File: src/rtl/tcdm_target_adapter.sv
// tcdm_target_adapter
//
// Target-side stage that sits directly after one interconnect output port.
// It turns the interconnect's valid/ready request channel into a fixed-latency
// SRAM access. It also returns one response per request, tagged with the
// initiator index, on a valid/ready response channel.
//
// A credit counter limits the number of outstanding requests to the number of
// response FIFO entries. Every accepted request therefore always finds a free
// FIFO slot when its read data arrives, even while the response channel is
// stalled.
//
// Ports:
//   clk_i, rst_i          clock and synchronous active-high reset
//   req_valid_i/ready_o   request handshake from the interconnect
//   req_ini_addr_i        initiator index carried through to the response
//   req_tgt_addr_i        word address inside this target
//   req_wen_i             write enable (a write still yields a response)
//   req_wdata_i/be_i      write data and byte enables
//   resp_valid_o/ready_i  response handshake back into the interconnect
//   resp_ini_addr_o       initiator index of the response at the FIFO head
//   resp_rdata_o          read data (zero for write responses)
//   mem_*                 SRAM port; read data returns MemLatency cycles
//                         after mem_req_o
module tcdm_target_adapter #(
    parameter int AddrMemWidth = 12,
    parameter int DataWidth    = 32,
    parameter int BeWidth      = DataWidth / 8,
    parameter int IniAddrWidth = 5,
    parameter int MemLatency   = 1,
    parameter int RespDepth    = 2
) (
    input  logic                    clk_i,
    input  logic                    rst_i,
    input  logic                    req_valid_i,
    output logic                    req_ready_o,
    input  logic [IniAddrWidth-1:0] req_ini_addr_i,
    input  logic [AddrMemWidth-1:0] req_tgt_addr_i,
    input  logic                    req_wen_i,
    input  logic [DataWidth-1:0]    req_wdata_i,
    input  logic [BeWidth-1:0]      req_be_i,
    output logic                    resp_valid_o,
    input  logic                    resp_ready_i,
    output logic [IniAddrWidth-1:0] resp_ini_addr_o,
    output logic [DataWidth-1:0]    resp_rdata_o,
    output logic                    mem_req_o,
    output logic                    mem_we_o,
    output logic [AddrMemWidth-1:0] mem_addr_o,
    output logic [DataWidth-1:0]    mem_wdata_o,
    output logic [BeWidth-1:0]      mem_be_o,
    input  logic [DataWidth-1:0]    mem_rdata_i
);

    localparam int CreditWidth = $clog2(RespDepth + 1);
    localparam int PtrWidth    = (RespDepth > 1) ? $clog2(RespDepth) : 1;

    localparam logic [CreditWidth-1:0] CreditMax = CreditWidth'(RespDepth);
    localparam logic [PtrWidth-1:0]    PtrLast   = PtrWidth'(RespDepth - 1);

    logic [CreditWidth-1:0]  credit_q;
    logic                    accept;
    logic                    pop;
    logic                    push;
    logic [DataWidth-1:0]    push_data;

    logic [MemLatency-1:0]   tag_valid_q;
    logic [MemLatency-1:0]   tag_wen_q;
    logic [IniAddrWidth-1:0] tag_ini_q [MemLatency];

    logic [IniAddrWidth-1:0] fifo_ini_q  [RespDepth];
    logic [DataWidth-1:0]    fifo_data_q [RespDepth];
    logic [PtrWidth-1:0]     wr_ptr_q;
    logic [PtrWidth-1:0]     rd_ptr_q;
    logic [CreditWidth-1:0]  count_q;

    // Ready depends only on the credit register, never on req_valid_i.
    assign req_ready_o = (credit_q != '0);
    assign accept      = req_valid_i & req_ready_o;

    // The SRAM never stalls, so an accepted request is issued in the same cycle.
    assign mem_req_o   = accept;
    assign mem_we_o    = req_wen_i;
    assign mem_addr_o  = req_tgt_addr_i;
    assign mem_wdata_o = req_wdata_i;
    assign mem_be_o    = req_be_i;

    // The last tag stage lines up with the cycle in which mem_rdata_i is valid.
    assign push      = tag_valid_q[MemLatency-1];
    assign push_data = tag_wen_q[MemLatency-1] ? '0 : mem_rdata_i;

    // There is no fall-through: responses are presented only from FIFO storage.
    // The head is gated so that an empty FIFO shows zeros.
    assign resp_valid_o    = (count_q != '0);
    assign pop             = resp_valid_o & resp_ready_i;
    assign resp_ini_addr_o = resp_valid_o ? fifo_ini_q[rd_ptr_q]  : '0;
    assign resp_rdata_o    = resp_valid_o ? fifo_data_q[rd_ptr_q] : '0;

    // One credit is taken on accept and returned on pop. The credit is held
    // from accept until the response leaves, so issuing one request every cycle
    // needs enough credits to cover the full round trip.
    always_ff @(posedge clk_i) begin
        if (rst_i) begin
            credit_q <= CreditMax;
        end else begin
            case ({accept, pop})
                2'b10:   credit_q <= credit_q - CreditWidth'(1);
                2'b01:   credit_q <= credit_q + CreditWidth'(1);
                default: credit_q <= credit_q;
            endcase
        end
    end

    // The valid bits of the tag pipeline are reset so that a reset discards
    // every in-flight request.
    always_ff @(posedge clk_i) begin
        if (rst_i) begin
            tag_valid_q <= '0;
        end else begin
            tag_valid_q[0] <= accept;
            for (int i = 1; i < MemLatency; i++) begin
                tag_valid_q[i] <= tag_valid_q[i-1];
            end
        end
    end

    // The tag payload is qualified by the valid bits, so it needs no reset.
    always_ff @(posedge clk_i) begin
        tag_ini_q[0] <= req_ini_addr_i;
        tag_wen_q[0] <= req_wen_i;
        for (int i = 1; i < MemLatency; i++) begin
            tag_ini_q[i] <= tag_ini_q[i-1];
            tag_wen_q[i] <= tag_wen_q[i-1];
        end
    end

    // Response FIFO control: pointers wrap at RespDepth. A simultaneous push
    // and pop leaves the occupancy unchanged.
    always_ff @(posedge clk_i) begin
        if (rst_i) begin
            wr_ptr_q <= '0;
            rd_ptr_q <= '0;
            count_q  <= '0;
        end else begin
            if (push) begin
                wr_ptr_q <= (wr_ptr_q == PtrLast) ? '0 : wr_ptr_q + PtrWidth'(1);
            end
            if (pop) begin
                rd_ptr_q <= (rd_ptr_q == PtrLast) ? '0 : rd_ptr_q + PtrWidth'(1);
            end
            case ({push, pop})
                2'b10:   count_q <= count_q + CreditWidth'(1);
                2'b01:   count_q <= count_q - CreditWidth'(1);
                default: count_q <= count_q;
            endcase
        end
    end

    // FIFO storage is written only on push; stale slots are never presented.
    always_ff @(posedge clk_i) begin
        if (push) begin
            fifo_ini_q[wr_ptr_q]  <= tag_ini_q[MemLatency-1];
            fifo_data_q[wr_ptr_q] <= push_data;
        end
    end

    // Credit bookkeeping invariants. The credit accounting makes these
    // situations impossible; if one occurs, the counters are inconsistent.
    always @(posedge clk_i) begin
        if (!rst_i) begin
            a_credit_range: assert (credit_q <= CreditMax);
            a_credit_overflow: assert (!(pop && !accept && credit_q == CreditMax));
            a_push_full: assert (!(push && count_q == CreditMax));
        end
    end

endmodule

File: config.mk
export PLATFORM = sky130hd
export DESIGN_NAME = tcdm_target_adapter
export DESIGN_NICKNAME = d
export VERILOG_FILES = /design/src/rtl/tcdm_target_adapter.sv
export SDC_FILE = /design/constraint.sdc
export NUM_CORES = 1
export LEC_CHECK = 0
export BUFFER_PORTS_ARGS = -buffer_cell sky130_fd_sc_hd__buf_2
export CORE_MARGIN = 3
export CORE_UTILIZATION = 45
export CTS_CLUSTER_SIZE = 28
export DETAILED_ROUTE_END_ITERATION = 10
export PLACE_DENSITY = 0.83
export SLEW_MARGIN = 20
export SYNTH_ARGS = -nofsm -noshare
export SYNTH_HDL_FRONTEND = slang
export SYNTH_SLANG_ARGS = --single-unit
export TNS_END_PERCENT = 100
File: constraint.sdc
create_clock -name clk_i -period 3.65 [get_ports clk_i]
set_input_delay 0.73 -clock clk_i [delete_from_list [all_inputs] [get_ports clk_i]]
set_output_delay 0.73 -clock clk_i [all_outputs]
set_load 0.02 [all_outputs]
Word-level counts from Yosys, hierarchy flattened
Memories as Yosys holds them, arrays and structs flattened. A register that Yosys moved wholly into a read port is not among the register bits.
Cells that the tools add are included.
{"block": "op_classes", "addsub": 6, "eq_ne": 4, "muxes": 13, "n_bitwise": 2, "n_reduce_logical": 4}
{"cell": "32-bit 2-to-1 mux", "n": 2}
{"cell": "1-bit 2-to-1 mux", "n": 8}
{"cell": "2-bit case mux with 2 select lines", "n": 2}
{"cell": "2-bit nonzero test", "n": 4}
{"cell": "5-bit 2-to-1 mux", "n": 1}
{"cell": "2-bit by 1-bit adder with 2-bit output, second input constant", "n": 2}
{"cell": "2-bit by 1-bit equality test with 1-bit output, second input constant", "n": 2}
{"cell": "2-bit equality test, second input constant", "n": 2}
{"cell": "2-bit by 1-bit subtractor with 2-bit output, second input constant", "n": 2}
{"cell": "1-bit adder, second input constant", "n": 2}
{"cell": "1-bit bitwise AND", "n": 2}
{"block": "word_totals", "ff_bits": 8, "mem_bits_rw": 79, "inputBits": 90, "output_inout_bits": 89, "word_cells": 38, "memories": 3}
{"name": "fifo_data_q", "words": 2, "word_bits": 32, "rd": 1, "rd_ports_with_merged_regs": 1, "wr": 1, "line_no": "71", "text": "logic [DataWidth-1:0] fifo_data_q [RespDepth];"}
{"name": "fifo_ini_q", "words": 2, "word_bits": 5, "rd": 1, "rd_ports_with_merged_regs": 1, "wr": 1, "line_no": "70", "text": "logic [IniAddrWidth-1:0] fifo_ini_q [RespDepth];"}
{"name": "tag_ini_q", "words": 1, "word_bits": 5, "rd": 1, "rd_ports_with_merged_regs": 0, "wr": 1, "line_no": "68", "text": "logic [IniAddrWidth-1:0] tag_ini_q [MemLatency];"}

Depth between registers and ports, before layout
{"block": "depth", "word_depth": 4, "depth_mapped": 6, "ltp_nobuf": 6}

Worst setup path before layout
No wires, ideal clock.
{"block": "synth_timing", "path_kind": "reg2reg", "start": "reg tag_valid_q (netlist: push)", "end": "mem fifo_data_q[0][0] (enable)", "arrival_ns": 1.964, "path_slack_ns": 1.255, "stages_incl_launch_ff": 3, "n_path_buf": 0, "synth_period_minus_slack_ns": 2.395, "cell_sequence": "dfxtp_1 -> inv_1 -> nor2_1"}
{"block": "synth_between", "elab_chain_len": 2}
{"element": "from (decl)", "line_no": "66", "text": "logic [MemLatency-1:0] tag_valid_q;"}
{"element": "from (signal, indexed assignment)", "line_no": "121", "text": "tag_valid_q[i] <= tag_valid_q[i-1];"}
{"element": "1-bit 2-to-1 mux", "line_no": "160", "text": "if (push) begin"}
{"element": "1-bit 2-to-1 mux (implied by the code)", "line_no": "162", "text": "fifo_data_q[wr_ptr_q] <= push_data;"}
{"element": "to (decl)", "line_no": "71"}
No other way between the ends.

Final worst setup path
{"block": "layout_timing", "start": "reg count_q[0]", "end": "out resp_rdata_o[3]"}
{"block": "layout_between", "elab_chain_len": 2}
{"element": "from (decl)", "line_no": "74", "text": "logic [CreditWidth-1:0] count_q;"}
{"element": "from (signal assigned)", "line_no": "151", "text": "2'b10: count_q <= count_q + CreditWidth'(1);"}
{"element": "from (signal assigned)", "line_no": "152", "text": "2'b01: count_q <= count_q - CreditWidth'(1);"}
{"element": "from (signal assigned)", "line_no": "153", "text": "default: count_q <= count_q;"}
{"element": "2-bit nonzero test", "line_no": "93", "text": "assign resp_valid_o = (count_q != '0);"}
{"element": "32-bit 2-to-1 mux", "line_no": "96", "text": "assign resp_rdata_o = resp_valid_o ? fifo_data_q[rd_ptr_q] : '0;"}
{"element": "to (decl)", "line_no": "45", "text": "output logic [DataWidth-1:0] resp_rdata_o,"}
No other way between the ends.

==> results.md <==
* Clk_lat worst skew at 0.35 ns
* Max VDD drop at 330 uV
* Gr ovfl total at 0
* Wirelength per Cell at 17.2 um
* Nets at 412
* Reg2reg path depth at 5
* H-tree depth at 3
* Antenna Violating Nets Remaining at 0
* Pins Over Slew Limit at 0
* Power Density at 665 nW/um^2
* FF+latch count, synth at 88
* Final setup viols at 0
* Num ports at 179
* Worst slew margin at 38.5%
* Clk slew on worst S/H paths at 0.09 ns
* Internal power at 0.00183 W
* Commonest non-fill, non-tap cells in the layout: buf_2, edfxtp_1, nor2_1
* Layout Area Growth over Synthesis at 9.26%
* Worst Tran Pin Value at 0.922 ns
* Post-synthesis sequential area ratio at 65.5%
* Share of layout cells above drive strength 1 at 32.9%
* RSZ-0062 raised after global routing: no
* Cell area after synthesis at 3820 um^2
* Die ar. at 9640 um^2
* DIE WIDTH at 98.2 um
* Vias in the first global route at 2238
* Vias at 2126
* Slowest-stage cell, CP: nor2_4
* Initial antenna violation count at 0
* Total core area at 7970 um^2
* Hold_ws at 0.437 ns
* Critical Path Start Type: register
* Hold buffers post-CTS at 0
* Detailed Routing Iterations Pass 1 at 4
* Post-synthesis cell type count at 20
* DR DRC count at 0
* Critical path data arrival time at 1.80 ns
* Status: completed
* Routed vias/inst at 4.98
* Highest clock rate at 395 MHz
* Row count at 32
* Psw at 0.000950 W
* DPL Wire Length at 5060 um
* Hold crit path type: register to register
* Final Hold Viols at 0
* Hold depth at 0
* Clock share of power at 24.0%
* Initial DRC count at 82
* Fin util at 52.4%
* WS Path Type: register to output port
* Switching Share at 34.2%
* Combinational power share at 30.3%
* Final setup TNS at 0 ns
* Final period util at 69.4%
* Cell Chain, Critical Path: nor2_4 -> nor2_1 -> buf_2
* Worst Path Required at 2.92 ns
* Post-CTS Setup Repair Bufs at 0
* Design Power at 0.00278 W
* Top area cells in the synthesized netlist: edfxtp_1, buf_4, mux2i_1
* LEAKAGE at 1.62 nW
* CP Capture Type: output port
* Critical R2R Launch: count_q[0]
* CTS resizes at 0
* Period minus WS final at 2.53 ns
* Synth Instances at 285
* Seq pwr share at 45.7%
* Hold Crit Start: tag_ini_q[0][2]
* Total track usage at 15.3%
* Die H at 98.2 um
* CP Max Fanout at 38
* CP peak stage delay at 0.69 ns
* First-pass GRT wire length at 11300 um
* Gpl congestion at 0.729
* Largest net degree at the start of global routing at 39
* CTS tree: built
* Clock Path Buffers at 2
* Post-Synthesis Net Count at 377
* Clk_skew at 0.00883 ns
* Initial core utilization at 48.0%
* Setup crit start: count_q[0]
* Final wirelength at 7360 um
* Clock sink count at 88
* I/O Buffers at 82
* Leading area contributor after synthesis: edfxtp_1
* CTS buffer count at 9
* Yosys warnings at 0
* Yosys top cell area share at 58.1%
* Max-cap violation count at 0
* Antenna diodes at 0
* Syn_area_per_cell at 13.4 um^2
* Clock Tree Root: clkbuf_8
* Leading cell type in the layout, fill and taps excluded: buf_2
-- state kept, by name (all words and copies together) (netlist names), 2 cells and up, named ones only --
signal and cells:
fifo_data_q 64, count_q 2, fifo_ini_q 10, credit_q 2, tag_ini_q 5
-- critical path, delay by kind of cell, from the launching register on --
family	cells	cell delay, ns
buffers and inverters	1	0.21
flip-flops	1	0.37
AND/OR/NAND/NOR	2	0.85
-- final timing paths --
path	endpoint	slack, ns
max	resp_rdata_o[3]	1.12
min reg2reg	fifo_ini_q[0][2]	0.44
min	fifo_ini_q[0][2]	0.44
max reg2reg	credit_q[1]	1.92
-- synthesized netlist by cell type (all sizes together) --
| master | count |
|---|---|
| nor2b | 32 |
| or2 | 1 |
| xor2 | 4 |
| nor2 | 45 |
| mux2i | 37 |
| or3b | 1 |
| o21ai | 3 |
| xnor2 | 2 |
| and2 | 1 |
| nand2 | 1 |
| buf | 56 |
| inv | 4 |
| a21oi | 1 |
| or3 | 1 |
| edfxtp | 74 |
| clkbuf | 5 |
| ha | 2 |
| nor3 | 1 |
| dfxtp | 14 |
-- cell families (layout without fill, tap and decap cells) --
family                   count (synthesis)  count (layout)  synth area share [%]
AO/OA/AOI/OAI                            4               4                 0.523
adder cells (fa/ha/maj)                  2               2                 0.655
flip-flops                              88              88                  65.5
buffers and inverters                   65             105                  11.7
multiplexers                            37              37                  9.69
AND/OR/NAND/NOR                         83              83                  10.6
XOR/XNOR                                 6               6                  1.37
-- power groups by stage --
stage	registers [W]	clock network [W]	logic (W)
final	0.00127	0.000668	0.000841
after detailed placement	0.00130	0	0.000843
after CTS	0.00127	0.000674	0.000846
after global placement	0.00129	0	0.000832
after global routing	0.00128	0.000729	0.000913
after floorplan	0.00125	0	0.000706
-- layout make-up --
class | instances | area (um^2)
clock buffers | 9 | 124
clock inverters | 7 | 70.1
fillers | 658 | 3790
inverters | 4 | 15.0
multi-input cells | 132 | 890
flip-flops and latches | 88 | 2500
well taps | 102 | 128
repair buffers | 85 | 445
-- layer usage --
layer  part of all wire [%]  track usage, %
met1                     38            16.9
met2                     50            25.4
met3                    7.5            4.43
met4                    4.7            10.7
met5                      0               0
-- per-stage QoR --
stage / instances / cell area [um^2] / setup WS (ns)
floorplan: 285 / 3820 / 1.25
global placement: 410 / 3960 / 1.47
detailed placement: 410 / 3960 / 1.47
CTS: 426 / 4160 / 1.08
global route: 427 / 4180 / 0.968
finish: 427 / 4180 / 1.12
No activity file was read; power rests on OpenSTA's default activity.
